<file path="config.mk">
export PLATFORM = sky130hd
export DESIGN_NAME = uarttx_port_flat
export DESIGN_NICKNAME = d
export VERILOG_FILES = /design/src/rtl/uarttx_port_pkg.sv /design/src/rtl/uarttx_port_if.sv /design/src/rtl/uarttx_shift.sv /design/src/rtl/uarttx_port.sv /design/src/flat_wrapper.sv
export SDC_FILE = /design/constraint.sdc
export NUM_CORES = 1
export LEC_CHECK = 0
export CELL_PAD_IN_SITES_DETAIL_PLACEMENT = 0
export CELL_PAD_IN_SITES_GLOBAL_PLACEMENT = 1
export CORE_ASPECT_RATIO = 0.6
export CORE_UTILIZATION = 40
export DETAILED_ROUTE_END_ITERATION = 8
export PLACE_DENSITY_LB_ADDON = 0.1
export SYNTH_ARGS = -nofsm -noshare
export SYNTH_HDL_FRONTEND = slang
export SYNTH_SLANG_ARGS = --single-unit
</file>
<file path="constraint.sdc">
create_clock -name clockgb -period 2.1 [get_ports clockgb]
set_input_delay 0.525 -clock clockgb [delete_from_list [all_inputs] [get_ports clockgb]]
set_output_delay 0.525 -clock clockgb [all_outputs]
set_load 0.1 [all_outputs]
</file>
<file path="src/rtl/uarttx_port_pkg.sv">
// uarttx_port_pkg
// Shared definitions for the Game Boy bus UART transmitter:
//   - register offsets relative to BASE_ADDR (DATA, STATUS)
//   - STATUS register bit positions
//   - shift engine state encoding
//   - even parity helper
// Optional feature macro: UARTTX_PARITY_EN adds a PARITY state (8E1 frames).
package uarttx_port_pkg;

    localparam logic [15:0] REG_DATA   = 16'd0;
    localparam logic [15:0] REG_STATUS = 16'd1;

    localparam int STAT_BUSY  = 0;
    localparam int STAT_FULL  = 1;
    localparam int STAT_EMPTY = 2;
    localparam int STAT_OVF   = 3;
    localparam int STAT_INTEN = 7;

`ifdef UARTTX_PARITY_EN
    typedef enum logic [2:0] {
        ST_IDLE,
        ST_START,
        ST_DATA,
        ST_PARITY,
        ST_STOP
    } tx_state_t;
`else
    typedef enum logic [1:0] {
        ST_IDLE,
        ST_START,
        ST_DATA,
        ST_STOP
    } tx_state_t;
`endif

    function automatic logic even_parity(input logic [7:0] value);
        return ^value;
    endfunction

endpackage

</file>
<file path="src/rtl/uarttx_port_if.sv">
// uarttx_port_if
// CPU bus bundle for memory-mapped peripherals.
//   address [15:0]  CPU bus address
//   indata  [7:0]   CPU write data
//   outdata [7:0]   peripheral read data, 8'h00 when not selected
//   load            CPU read strobe
//   store           CPU write strobe, one clockgb cycle per access
// master: the CPU side; slave: the peripheral side.
interface uarttx_port_if;
    logic [15:0] address;
    logic [7:0]  indata;
    logic [7:0]  outdata;
    logic        load;
    logic        store;

    modport master (output address, output indata, output load, output store,
                    input outdata);
    modport slave  (input address, input indata, input load, input store,
                    output outdata);
endinterface

</file>
<file path="src/rtl/uarttx_shift.sv">
// uarttx_shift
// Serialising engine: bit-period divider, shift register and frame FSM.
// Ports:
//   clockgb      system clock
//   resetn       async active-low reset
//   data [7:0]   byte offered by the FIFO
//   valid        data holds a byte
//   ready        engine is IDLE; valid && ready pops the byte
//   done         high for the last cycle of the stop bit
//   UART_TX      registered serial line, idle high
// Optional feature macro: UARTTX_PARITY_EN inserts an even parity bit.
module uarttx_shift
    import uarttx_port_pkg::*;
#(
    parameter int CLKS_PER_BIT = 9
)(
    input  logic       clockgb,
    input  logic       resetn,
    input  logic [7:0] data,
    input  logic       valid,
    output logic       ready,
    output logic       done,
    output logic       UART_TX
);

    localparam int DIV_W = (CLKS_PER_BIT > 1) ? $clog2(CLKS_PER_BIT) : 1;
    localparam logic [DIV_W-1:0] DIV_LAST = DIV_W'(CLKS_PER_BIT - 1);

    tx_state_t        state, state_next;
    logic [DIV_W-1:0] divider, divider_next;
    logic [2:0]       bit_idx, bit_idx_next;
    logic [7:0]       shift, shift_next;
    logic             tx_next;
    logic             bit_tick;
`ifdef UARTTX_PARITY_EN
    logic             parity, parity_next;
`endif

    assign bit_tick = (divider == DIV_LAST);

    // The line level is computed for the state being entered, so UART_TX
    // changes on the same edge as the state and comes straight from a flop.
    always_comb begin
        state_next   = state;
        divider_next = divider + DIV_W'(1);
        bit_idx_next = bit_idx;
        shift_next   = shift;
        tx_next      = UART_TX;
        done         = 1'b0;
        ready        = (state == ST_IDLE);
`ifdef UARTTX_PARITY_EN
        parity_next  = parity;
`endif
        unique case (state)
            ST_IDLE: begin
                divider_next = '0;
                tx_next      = 1'b1;
                if (valid) begin
                    shift_next   = data;
                    bit_idx_next = 3'd0;
                    tx_next      = 1'b0;
                    state_next   = ST_START;
`ifdef UARTTX_PARITY_EN
                    parity_next  = even_parity(data);
`endif
                end
            end
            ST_START: begin
                if (bit_tick) begin
                    divider_next = '0;
                    tx_next      = shift[0];
                    state_next   = ST_DATA;
                end
            end
            ST_DATA: begin
                if (bit_tick) begin
                    divider_next = '0;
                    if (bit_idx == 3'd7) begin
`ifdef UARTTX_PARITY_EN
                        tx_next    = parity;
                        state_next = ST_PARITY;
`else
                        tx_next    = 1'b1;
                        state_next = ST_STOP;
`endif
                    end else begin
                        // shift[1] becomes shift[0] after this edge
                        shift_next   = {1'b0, shift[7:1]};
                        bit_idx_next = bit_idx + 3'd1;
                        tx_next      = shift[1];
                    end
                end
            end
`ifdef UARTTX_PARITY_EN
            ST_PARITY: begin
                if (bit_tick) begin
                    divider_next = '0;
                    tx_next      = 1'b1;
                    state_next   = ST_STOP;
                end
            end
`endif
            ST_STOP: begin
                if (bit_tick) begin
                    divider_next = '0;
                    tx_next      = 1'b1;
                    done         = 1'b1;
                    state_next   = ST_IDLE;
                end
            end
            default: begin
                divider_next = '0;
                tx_next      = 1'b1;
                state_next   = ST_IDLE;
            end
        endcase
    end

    // Engine state register; reset forces the line high immediately.
    always_ff @(posedge clockgb or negedge resetn) begin
        if (!resetn) begin
            state   <= ST_IDLE;
            divider <= '0;
            bit_idx <= 3'd0;
            shift   <= 8'h00;
            UART_TX <= 1'b1;
`ifdef UARTTX_PARITY_EN
            parity  <= 1'b0;
`endif
        end else begin
            state   <= state_next;
            divider <= divider_next;
            bit_idx <= bit_idx_next;
            shift   <= shift_next;
            UART_TX <= tx_next;
`ifdef UARTTX_PARITY_EN
            parity  <= parity_next;
`endif
        end
    end

endmodule

</file>
<file path="src/rtl/uarttx_port.sv">
// uarttx_port
// Memory-mapped UART transmitter on the Game Boy bus. The CPU pushes bytes
// into a small TX FIFO through DATA; uarttx_shift drains it onto UART_TX.
// Registers:
//   BASE_ADDR+0  DATA    write pushes a byte, read returns 8'hff
//   BASE_ADDR+1  STATUS  {int_en, 3'b0, ovf, empty, full, busy}
//                        write: bit7 -> int_en, bit3=1 clears ovf
// Ports:
//   clockgb   system clock
//   resetn    async active-low reset
//   bus       uarttx_port_if.slave (address, indata, outdata, load, store)
//   tx_int    one-cycle pulse when a frame ends with the FIFO empty (int_en=1)
//   UART_TX   serial line, idle high
// Optional feature macro: UARTTX_PARITY_EN selects 8E1 frames instead of 8N1.
module uarttx_port
    import uarttx_port_pkg::*;
#(
    parameter logic [15:0] BASE_ADDR    = 16'hff70,
    parameter int          CLKS_PER_BIT = 9,
    parameter int          FIFO_DEPTH   = 4
)(
    input  logic            clockgb,
    input  logic            resetn,
    uarttx_port_if.slave    bus,
    output logic            tx_int,
    output logic            UART_TX
);

    localparam int PTR_W = $clog2(FIFO_DEPTH);
    localparam logic [PTR_W:0] DEPTH_CNT = (PTR_W + 1)'(FIFO_DEPTH);

    logic [7:0]       fifo_mem [FIFO_DEPTH];
    logic [PTR_W-1:0] wr_ptr, rd_ptr;
    logic [PTR_W:0]   count;
    logic             fifo_empty, fifo_full;
    logic             sel_data, sel_status;
    logic             push_req, push, pop, stat_write;
    logic             eng_ready, eng_done;
    logic             int_en, ovf;
    logic [7:0]       status;

    assign sel_data   = (bus.address == BASE_ADDR + REG_DATA);
    assign sel_status = (bus.address == BASE_ADDR + REG_STATUS);
    assign fifo_empty = (count == '0);
    assign fifo_full  = (count == DEPTH_CNT);

    // A push into a full FIFO still lands when the engine pops in the same
    // cycle, because the pop frees the slot the push writes.
    assign pop        = eng_ready && !fifo_empty;
    assign push_req   = bus.store && sel_data;
    assign push       = push_req && (!fifo_full || pop);
    assign stat_write = bus.store && sel_status;

    // FIFO pointers and occupancy; pointers wrap naturally (power-of-two depth).
    always_ff @(posedge clockgb or negedge resetn) begin
        if (!resetn) begin
            wr_ptr <= '0;
            rd_ptr <= '0;
            count  <= '0;
        end else begin
            if (push) wr_ptr <= wr_ptr + PTR_W'(1);
            if (pop)  rd_ptr <= rd_ptr + PTR_W'(1);
            case ({push, pop})
                2'b10:   count <= count + (PTR_W + 1)'(1);
                2'b01:   count <= count - (PTR_W + 1)'(1);
                default: count <= count;
            endcase
        end
    end

    // FIFO storage needs no reset: occupancy decides what is valid.
    always_ff @(posedge clockgb) begin
        if (push) fifo_mem[wr_ptr] <= bus.indata;
    end

    // Control/status flags and the completion interrupt.
    always_ff @(posedge clockgb or negedge resetn) begin
        if (!resetn) begin
            int_en <= 1'b0;
            ovf    <= 1'b0;
            tx_int <= 1'b0;
        end else begin
            tx_int <= eng_done && fifo_empty && int_en;
            if (push_req && fifo_full && !pop)
                ovf <= 1'b1;
            else if (stat_write && bus.indata[STAT_OVF])
                ovf <= 1'b0;
            if (stat_write)
                int_en <= bus.indata[STAT_INTEN];
        end
    end

    always_comb begin
        status             = 8'h00;
        status[STAT_INTEN] = int_en;
        status[STAT_OVF]   = ovf;
        status[STAT_EMPTY] = fifo_empty;
        status[STAT_FULL]  = fifo_full;
        status[STAT_BUSY]  = !eng_ready;
    end

    // Read data is OR-combined on the bus, so drive zero unless selected.
    always_comb begin
        bus.outdata = 8'h00;
        if (bus.load) begin
            if (sel_data)
                bus.outdata = 8'hff;
            else if (sel_status)
                bus.outdata = status;
        end
    end

    uarttx_shift #(
        .CLKS_PER_BIT (CLKS_PER_BIT)
    ) u_shift (
        .clockgb (clockgb),
        .resetn  (resetn),
        .data    (fifo_mem[rd_ptr]),
        .valid   (!fifo_empty),
        .ready   (eng_ready),
        .done    (eng_done),
        .UART_TX (UART_TX)
    );

endmodule

</file>
<file path="src/flat_wrapper.sv">
// flat-port wrapper written by rule: the top's interface ports become plain ports
module uarttx_port_flat import uarttx_port_pkg::*;
#(
    parameter logic [15:0] BASE_ADDR    = 16'hff70,
    parameter int          CLKS_PER_BIT = 9,
    parameter int          FIFO_DEPTH   = 4
)
  (clockgb, resetn, tx_int, UART_TX, bus_address, bus_indata, bus_load, bus_store, bus_outdata);
  uarttx_port_if bus_i ();
  input  logic clockgb;
  input  logic resetn;
  output logic tx_int;
  output logic UART_TX;
  input wire logic [$bits(bus_i.address)-1:0] bus_address;
  input wire logic [$bits(bus_i.indata)-1:0] bus_indata;
  input wire logic [$bits(bus_i.load)-1:0] bus_load;
  input wire logic [$bits(bus_i.store)-1:0] bus_store;
  output wire logic [$bits(bus_i.outdata)-1:0] bus_outdata;
  assign bus_i.address = bus_address;
  assign bus_i.indata = bus_indata;
  assign bus_i.load = bus_load;
  assign bus_i.store = bus_store;
  assign bus_outdata = bus_i.outdata;
  uarttx_port #(.BASE_ADDR(BASE_ADDR), .CLKS_PER_BIT(CLKS_PER_BIT), .FIFO_DEPTH(FIFO_DEPTH)) u_core (.clockgb(clockgb), .resetn(resetn), .bus(bus_i), .tx_int(tx_int), .UART_TX(UART_TX));
endmodule
</file>
==> impl_metrics.tcl, run 1 <==
set metrics [dict create \
    portBuffers 37 \
    num_vias 1941 \
    fp.dieW_um 112.1 \
    fp.dieH_um 68.05 \
    grt_pass1_wl_mm 10.17 \
    post-route-util 0.6102 \
    min_from "u_core.u_shift.shift[2]$_DFFE_PN0P_" \
    crit_path_frequent_cell "buf_6" \
    crit_path_top_delay_cell "or3_4" \
    p_per_area_nw_per_um2 1226 \
    htree_levels 3 \
    cts_hold_buf 0 \
    fin_crit_ns 2.389 \
    drc 6 \
    drive_above_1_share 0.3968 \
    yosysWarningCount 0 \
    tightest_slew_ns 0.3871 \
    cp_top_family "simple AND/OR/NAND/NOR gates" \
    grt_max_degree 29 \
    grt_pass1_vias 1961 \
    gp_congestion 0.7565 \
    clk-insertion-delay-late_ns 0.32 \
    fmax_mhz 418.7 \
    io_pins 38 \
    synth_area_um2 2908 \
    async_flop_share 0.4667 \
    drv_cap 0 \
    drtAntennaViolNets 0 \
    worst_setup_path_end_kind "output pin" \
    synth_nets 271 \
    maxSlewViolCount 0 \
    num_rows 23 \
    r2r.worst_path.cells 12 \
    setup-violations-final 9 \
    ys_seq_area_frac 0.5719 \
    worstPathCellList "buf_6 > and4b_2 > nand4_1 > or3_4 > buf_6 > nor2_4 > buf_12" \
    syn-instance-count 228 \
    regArea_um2 1663 \
    peakVddDrop_mv 0.7042 \
    synth_area_leaders "edfxtp_1 33%, dfrtp_1 23%, mux2_2 8.9%" \
    yosysTopAreaCell "edfxtp_1" \
    drtIter0Drc 96 \
    multiInputGateArea_um2 1222 \
    hold_depth 1 \
    final_nets 348 \
    worst_setup_path_start_kind "input port" \
    fin_crit_sh 1.137 \
    firstDrtPassIters 6 \
    antenna_found_initial 0 \
    critPathMaxFanout 3 \
    start_util 0.4246 \
    r2r_slack_ns -0.09 \
    via_per_inst 4.889 \
    routedWlPerCell_um 15.57 \
    yosys-top-cells-count "32 x edfxtp_1, 27 x dfrtp_1, 23 x mux2_2, 21 x inv_1, 16 x a21oi_1" \
    slew_headroom 0.7420 \
    synth_seq_cells 60 \
    ys_types 41 \
    skew_ns 0.007074 \
    rsz0062_at_grt "true" \
    wirelength_mm 6.182 \
    cts.path.max_buffers 2 \
    hold_path.class "flip-flop to flip-flop" \
    yosys.area.top_type_share 0.3305 \
    cts.clk_slew.worst_paths_ns 0.05 \
    violations "DRC, setup timing" \
    fill_cells 547 \
    outcome "complete, but fails checks" \
    dpl.hpwl_mm 4.290 \
    yosysMostFrequentCell "edfxtp_1" \
    holdPathEnd "u_core.u_shift.shift[2]$_DFFE_PN0P_" \
    cts_buffers 9 \
    grt-ovfl-total 0 \
    syn_avg_cell_area_um2 12.75 \
    p_leak_uw 0.001737 \
    grt_use_total 0.1837 \
    path_buf_inv 3 \
    diodes 0 \
    synth_edf_count 32 \
    r2r_end "u_core.count[2]$_DFFE_PN0P_" \
    cp.required_ns 1.57 \
    clockRootBuffer "clkbuf_16" \
    cts_sinks 60 \
    worstPathArrival_ns 1.86 \
    total_power_uw 5123 \
    synth_ff_type "edfxtp_1" \
    core_um2 6849 \
    die_area_um2 7626 \
    slowest_delay_ns 0.36 \
    cts_tree "built" \
    finalHoldViolations 0 \
    area_growth_pct 43.72 \
    crit_type "input port to output pin" \
    rr_startpoint "u_core.u_shift.state[0]$_DFFE_PN0P_" \
    layout_setup_ws_ns -0.2885 \
]
-- through the flow --
step | setup WS (ns) | TNS (ns) | instances | instance area [µm²] | hold WS (ns)
floorplan | -0.6739 | -4.128 | 228 | 3012 | 0.2294
global placement | -0.6390 | -22.23 | 375 | 3790 | 0.4873
detailed placement | -0.6816 | -23.42 | 375 | 3790 | 0.4901
CTS | -0.3604 | -2.803 | 395 | 4146 | 0.5062
global route | -0.3541 | -2.765 | 397 | 4179 | 0.5230
finish | -0.2885 | -2.148 | 397 | 4179 | 0.5089
-- sequential cells by signal (all words and copies together), names as in the netlist --
signal and cells:
u_core.count 3, u_core.fifo_mem 32, u_core.int_en 1, u_core.ovf 1, u_core.rd_ptr 2, u_core.tx_int 1, u_core.u_shift.UART_TX 1, u_core.u_shift.bit_idx 3
u_core.u_shift.divider 4, u_core.u_shift.shift 8, u_core.u_shift.state 2, u_core.wr_ptr 2
-- placed cells by master, fill, tap and decap left out, types with 5 or more instances in the layout --
cell type	Yosys	layout
buf_12	0	13
edfxtp_1	32	32
nand2_1	9	9
nor2_1	8	5
clkdlybuf4s50_1	0	10
clkbuf_16	0	9
ha_1	14	12
o22ai_1	7	7
dfrtp_1	27	27
nor3_1	5	5
and2_1	5	5
mux2_2	23	23
a21oi_1	16	12
inv_1	21	17
xnor2_1	5	5
buf_4	3	35
-- where the power goes --
part | internal, µW | switching, µW
sequential | 1470 | 152
combinational | 1050 | 983
clock | 982 | 489
total | 3500 | 1620
-- cell families (layout without fill, tap and decap cells) --
group,Yosys count,count (layout),share of synthesized area
AOI/OAI and AO/OA,29,29,0.05336
xor gates and xnor gates,8,8,0.02410
adders and majority gates,15,15,0.06713
buffers and inverters,32,114,0.04733
DFF,60,60,0.5719
muxes,28,28,0.1123
and+or+nand+nor,56,56,0.1239
-- area by class of cell --
| cell class | instances | area share |
|---|---|---|
| flip-flops and latches | 60 | 0.3979 |
| multi-input cells | 136 | 0.2925 |
| repair buffers | 77 | 0.1916 |
| clock buffers | 13 | 0.06228 |
| well taps | 87 | 0.02605 |
| inverters | 21 | 0.01886 |
| clock inverters | 3 | 0.01078 |
-- routing by layer --
| layer | wire length (µm) | global-route usage | vias up |
|---|---|---|---|
| met5 | 0 | 0 | - |
| met4 | 55 | 0.07833 | 0 |
| met3 | 287 | 0.05846 | 5 |
| met2 | 2543 | 0.2733 | 46 |
| met1 | 3296 | 0.2496 | 920 |
| li1 | - | - | 970 |
-- worst max-delay path by stage --
stage,from,to,slack [ns],cells after the start
floorplan,bus_address[1],bus_outdata[5],-0.67,6
global placement,bus_address[12],bus_outdata[4],-0.64,7
detailed placement,bus_address[12],bus_outdata[5],-0.68,7
CTS,bus_address[1],bus_outdata[5],-0.36,7
global route,bus_address[1],bus_outdata[5],-0.35,7
finish,bus_address[1],bus_outdata[5],-0.29,7
-- worst register-to-register path, stage by stage, from the launching register on --
cell	delay [ns]
dfrtp_1	0.36
inv_2	0.06
ha_4	0.17
nor4b_4	0.32
nor2_2	0.07
nor4b_4	0.15
inv_2	0.07
ha_4	0.12
inv_2	0.04
fa_2	0.35
xor2_1	0.16
nor2_1	0.11
xor2_1	0.15
-- what timing repair did --
action,in CTS,in global routing
gates cloned,0,0
gates resized for setup,43,10
pin swaps,17,9
endpoints found under the setup margin,43,10
setup buffers,6,4
Note: power is estimated with default switching activity, not from simulation.
==> run 2: changes to the inputs <==
--- a/config.mk
+++ b/config.mk
@@ -13,2 +13,3 @@
 export PLACE_DENSITY_LB_ADDON = 0.1
+export RECOVER_POWER = 100
 export SYNTH_ARGS = -nofsm -noshare
==> constraint.sdc (replaced) <==
create_clock -name clockgb -period 2.1 [get_ports clockgb]
set_input_delay 0.42 -clock clockgb [delete_from_list [all_inputs] [get_ports clockgb]]
set_output_delay 0.42 -clock clockgb [all_outputs]
set_load 0.1 [all_outputs]
==> impl_metrics.tcl, run 2 (synthesis gave the netlist of run 1 again) <==
set metrics [dict create \
    outcome "complete, but fails checks" \
    violations "DRC, setup timing" \
    start_util 0.4246 \
    cp.required_ns 2.31 \
    area_growth_pct 40.75 \
    clockRootBuffer "clkbuf_16" \
    tightest_slew_ns 0.7376 \
    cts.path.max_buffers 2 \
    num_vias 1943 \
    fmax_mhz 454.7 \
    dpl.hpwl_mm 4.322 \
    clk-insertion-delay-late_ns 0.33 \
    firstDrtPassIters 6 \
    htree_levels 3 \
    worst_setup_path_start_kind "flip-flop" \
    fp.dieH_um 68.05 \
    portBuffers 37 \
    layout_setup_ws_ns -0.09928 \
    via_per_inst 4.931 \
    grt_max_degree 29 \
    largest-register "u_core.fifo_mem" \
    grt_use_total 0.1808 \
    worst_setup_path_end_kind "flip-flop" \
    finalHoldViolations 0 \
    antenna_found_initial 0 \
    grt_pass1_wl_mm 10.09 \
    maxSlewViolCount 0 \
    drc 14 \
    cts_tree "built" \
    slew_headroom 0.5083 \
    final_nets 344 \
    swShare 0.3192 \
    clkPwrFrac 0.299 \
    drtAntennaViolNets 0 \
    drive_above_1_share 0.3758 \
    peakVddDrop_mv 0.7551 \
    grt_pass1_vias 2027 \
    largest_reg_flops 32 \
    crit_start "u_core.u_shift.state[0]$_DFFE_PN0P_" \
    rsz0062_at_grt "true" \
    top_regs "u_core.fifo_mem x32, u_core.u_shift.shift x8, u_core.u_shift.divider x4" \
    cts_sinks 60 \
    holdWs_ns 0.5051 \
    die_area_um2 7626 \
    p_int_uw 3470 \
    io_pins 38 \
    drv_cap 0 \
    setup-violations-final 7 \
    fin_tns_setup_ns -0.4076 \
    grt-ovfl-total 0 \
    drtIter0Drc 91 \
    rr_startpoint "u_core.u_shift.state[0]$_DFFE_PN0P_" \
    core_um2 6849 \
    layout_commonest_cell "edfxtp_1" \
    p_per_area_nw_per_um2 1245 \
    cts.clk_slew.worst_paths_ns 0.05 \
    fp.dieW_um 112.1 \
    gp_congestion 0.7503 \
    num_rows 23 \
    placed_cell_area_um2 3771 \
    min_from "u_core.u_shift.shift[4]$_DFFE_PN0P_" \
    total_switching_power_uw 1627 \
    hold_path.class "flip-flop to flip-flop" \
    layout_common_cells "32 x edfxtp_1, 27 x dfrtp_1, 26 x buf_4" \
    routedWlPerCell_um 15.59 \
    wirelength_mm 6.142 \
    worstPathArrival_ns 2.41 \
    design_area_um2 4093 \
    crit_type "flip-flop to flip-flop" \
    critPathMaxFanout 2 \
    fin_crit_ns 2.199 \
    cts_buffers 9 \
    skew_ns 0.006877 \
    p_leak_uw 0.001689 \
    seqPwrFrac 0.319 \
    combPwrFrac 0.382 \
    fin_crit_sh 1.047 \
]
## run 2: cell count changes in the layout (fill, tap and decap cells not counted), moves of 2 or more
cell | previous run | this run
buf_4 | 35 | 26
clkbuf_2 | 0 | 7
clkbuf_8 | 2 | 0
clkdlybuf4s15_1 | 3 | 1
clkdlybuf4s15_2 | 3 | 0
clkdlybuf4s50_1 | 10 | 2
dlygate4sd2_1 | 4 | 9
dlygate4sd3_1 | 0 | 9
dlymetal6s2s_1 | 2 | 0
## run 2: layer usage
layer  up-vias  global-route usage  routed length, µm  share of wire
met4         0             0.06333                 42         0.0068
met1       930              0.2476               3086           0.50
met3         9             0.05934                379          0.062
met2        45              0.2717               2634           0.43
li1        959                   -                  -              -
met5         -                   0                  0              0
## run 2: area by class of cell
type / instances / area [µm²]
antenna: 1 / 2.502
clock buffer: 11 / 232.7
clock inverter: 5 / 76.32
fill: 568 / 2756
inverter: 21 / 78.83
multi-input combinational: 136 / 1209
sequential: 60 / 1663
tap: 87 / 108.9
timing repair buffer: 73 / 721.9
## run 2: repair_timing
item,CTS,global route
resized for setup,33,12
setup buffers,7,3
hold buffers,0,0
setup endpoints to repair,35,19
pin swaps,11,7
gates cloned,0,0
## run 2: per-stage QoR
stage | cells | setup slack (ns) | total power, µW | util
2_1_floorplan | 228 | -0.4639 | 2945 | -
3_3_place_gp | 370 | -0.5134 | 3531 | 0.5506
3_5_place_dp | 370 | -0.5331 | 3572 | 0.5506
4_1_cts | 392 | -0.1565 | 5149 | 0.5996
5_1_grt | 393 | -0.2613 | 5426 | 0.5972
6_report | 394 | -0.09928 | 5097 | 0.5976
## run 2: path summary, 6_finish.rpt
kind / to / slack [ns] / cells past startpoint
worst max-delay path: u_core.count[2]$_DFFE_PN0P_ / -0.1 / 12
worst min-delay path: u_core.u_shift.shift[4]$_DFFE_PN0P_ / 0.51 / 1
worst max register to register: u_core.count[2]$_DFFE_PN0P_ / -0.1 / 12
worst min register to register: u_core.u_shift.shift[4]$_DFFE_PN0P_ / 0.51 / 1
max in group asynchronous: u_core.rd_ptr[1]$_DFFE_PN0P_ / 0.93 / 2
min in group asynchronous: u_core.u_shift.divider[1]$_DFF_PN0_ / 0.69 / 2
## run 2: critical path: stages, from the launching register on
cell and delay, ns:
dfrtp_1 0.36, inv_2 0.06, ha_4 0.17, nor4b_4 0.30, nor2_2 0.08, nor4b_4 0.14, inv_1 0.06, ha_2 0.18
inv_2 0.04, fa_2 0.32, xor2_1 0.15, nor2_1 0.07, xor2_1 0.15
## run 2: power groups by stage
stage               logic [µW]  clock network [µW]  registers [µW]
floorplan                 1250                   0            1700
global placement          1890                   0            1650
detailed placement        1920                   0            1650
CTS                       1960                1560            1630
global route              2160                1610            1660
finish                    1950                1520            1630
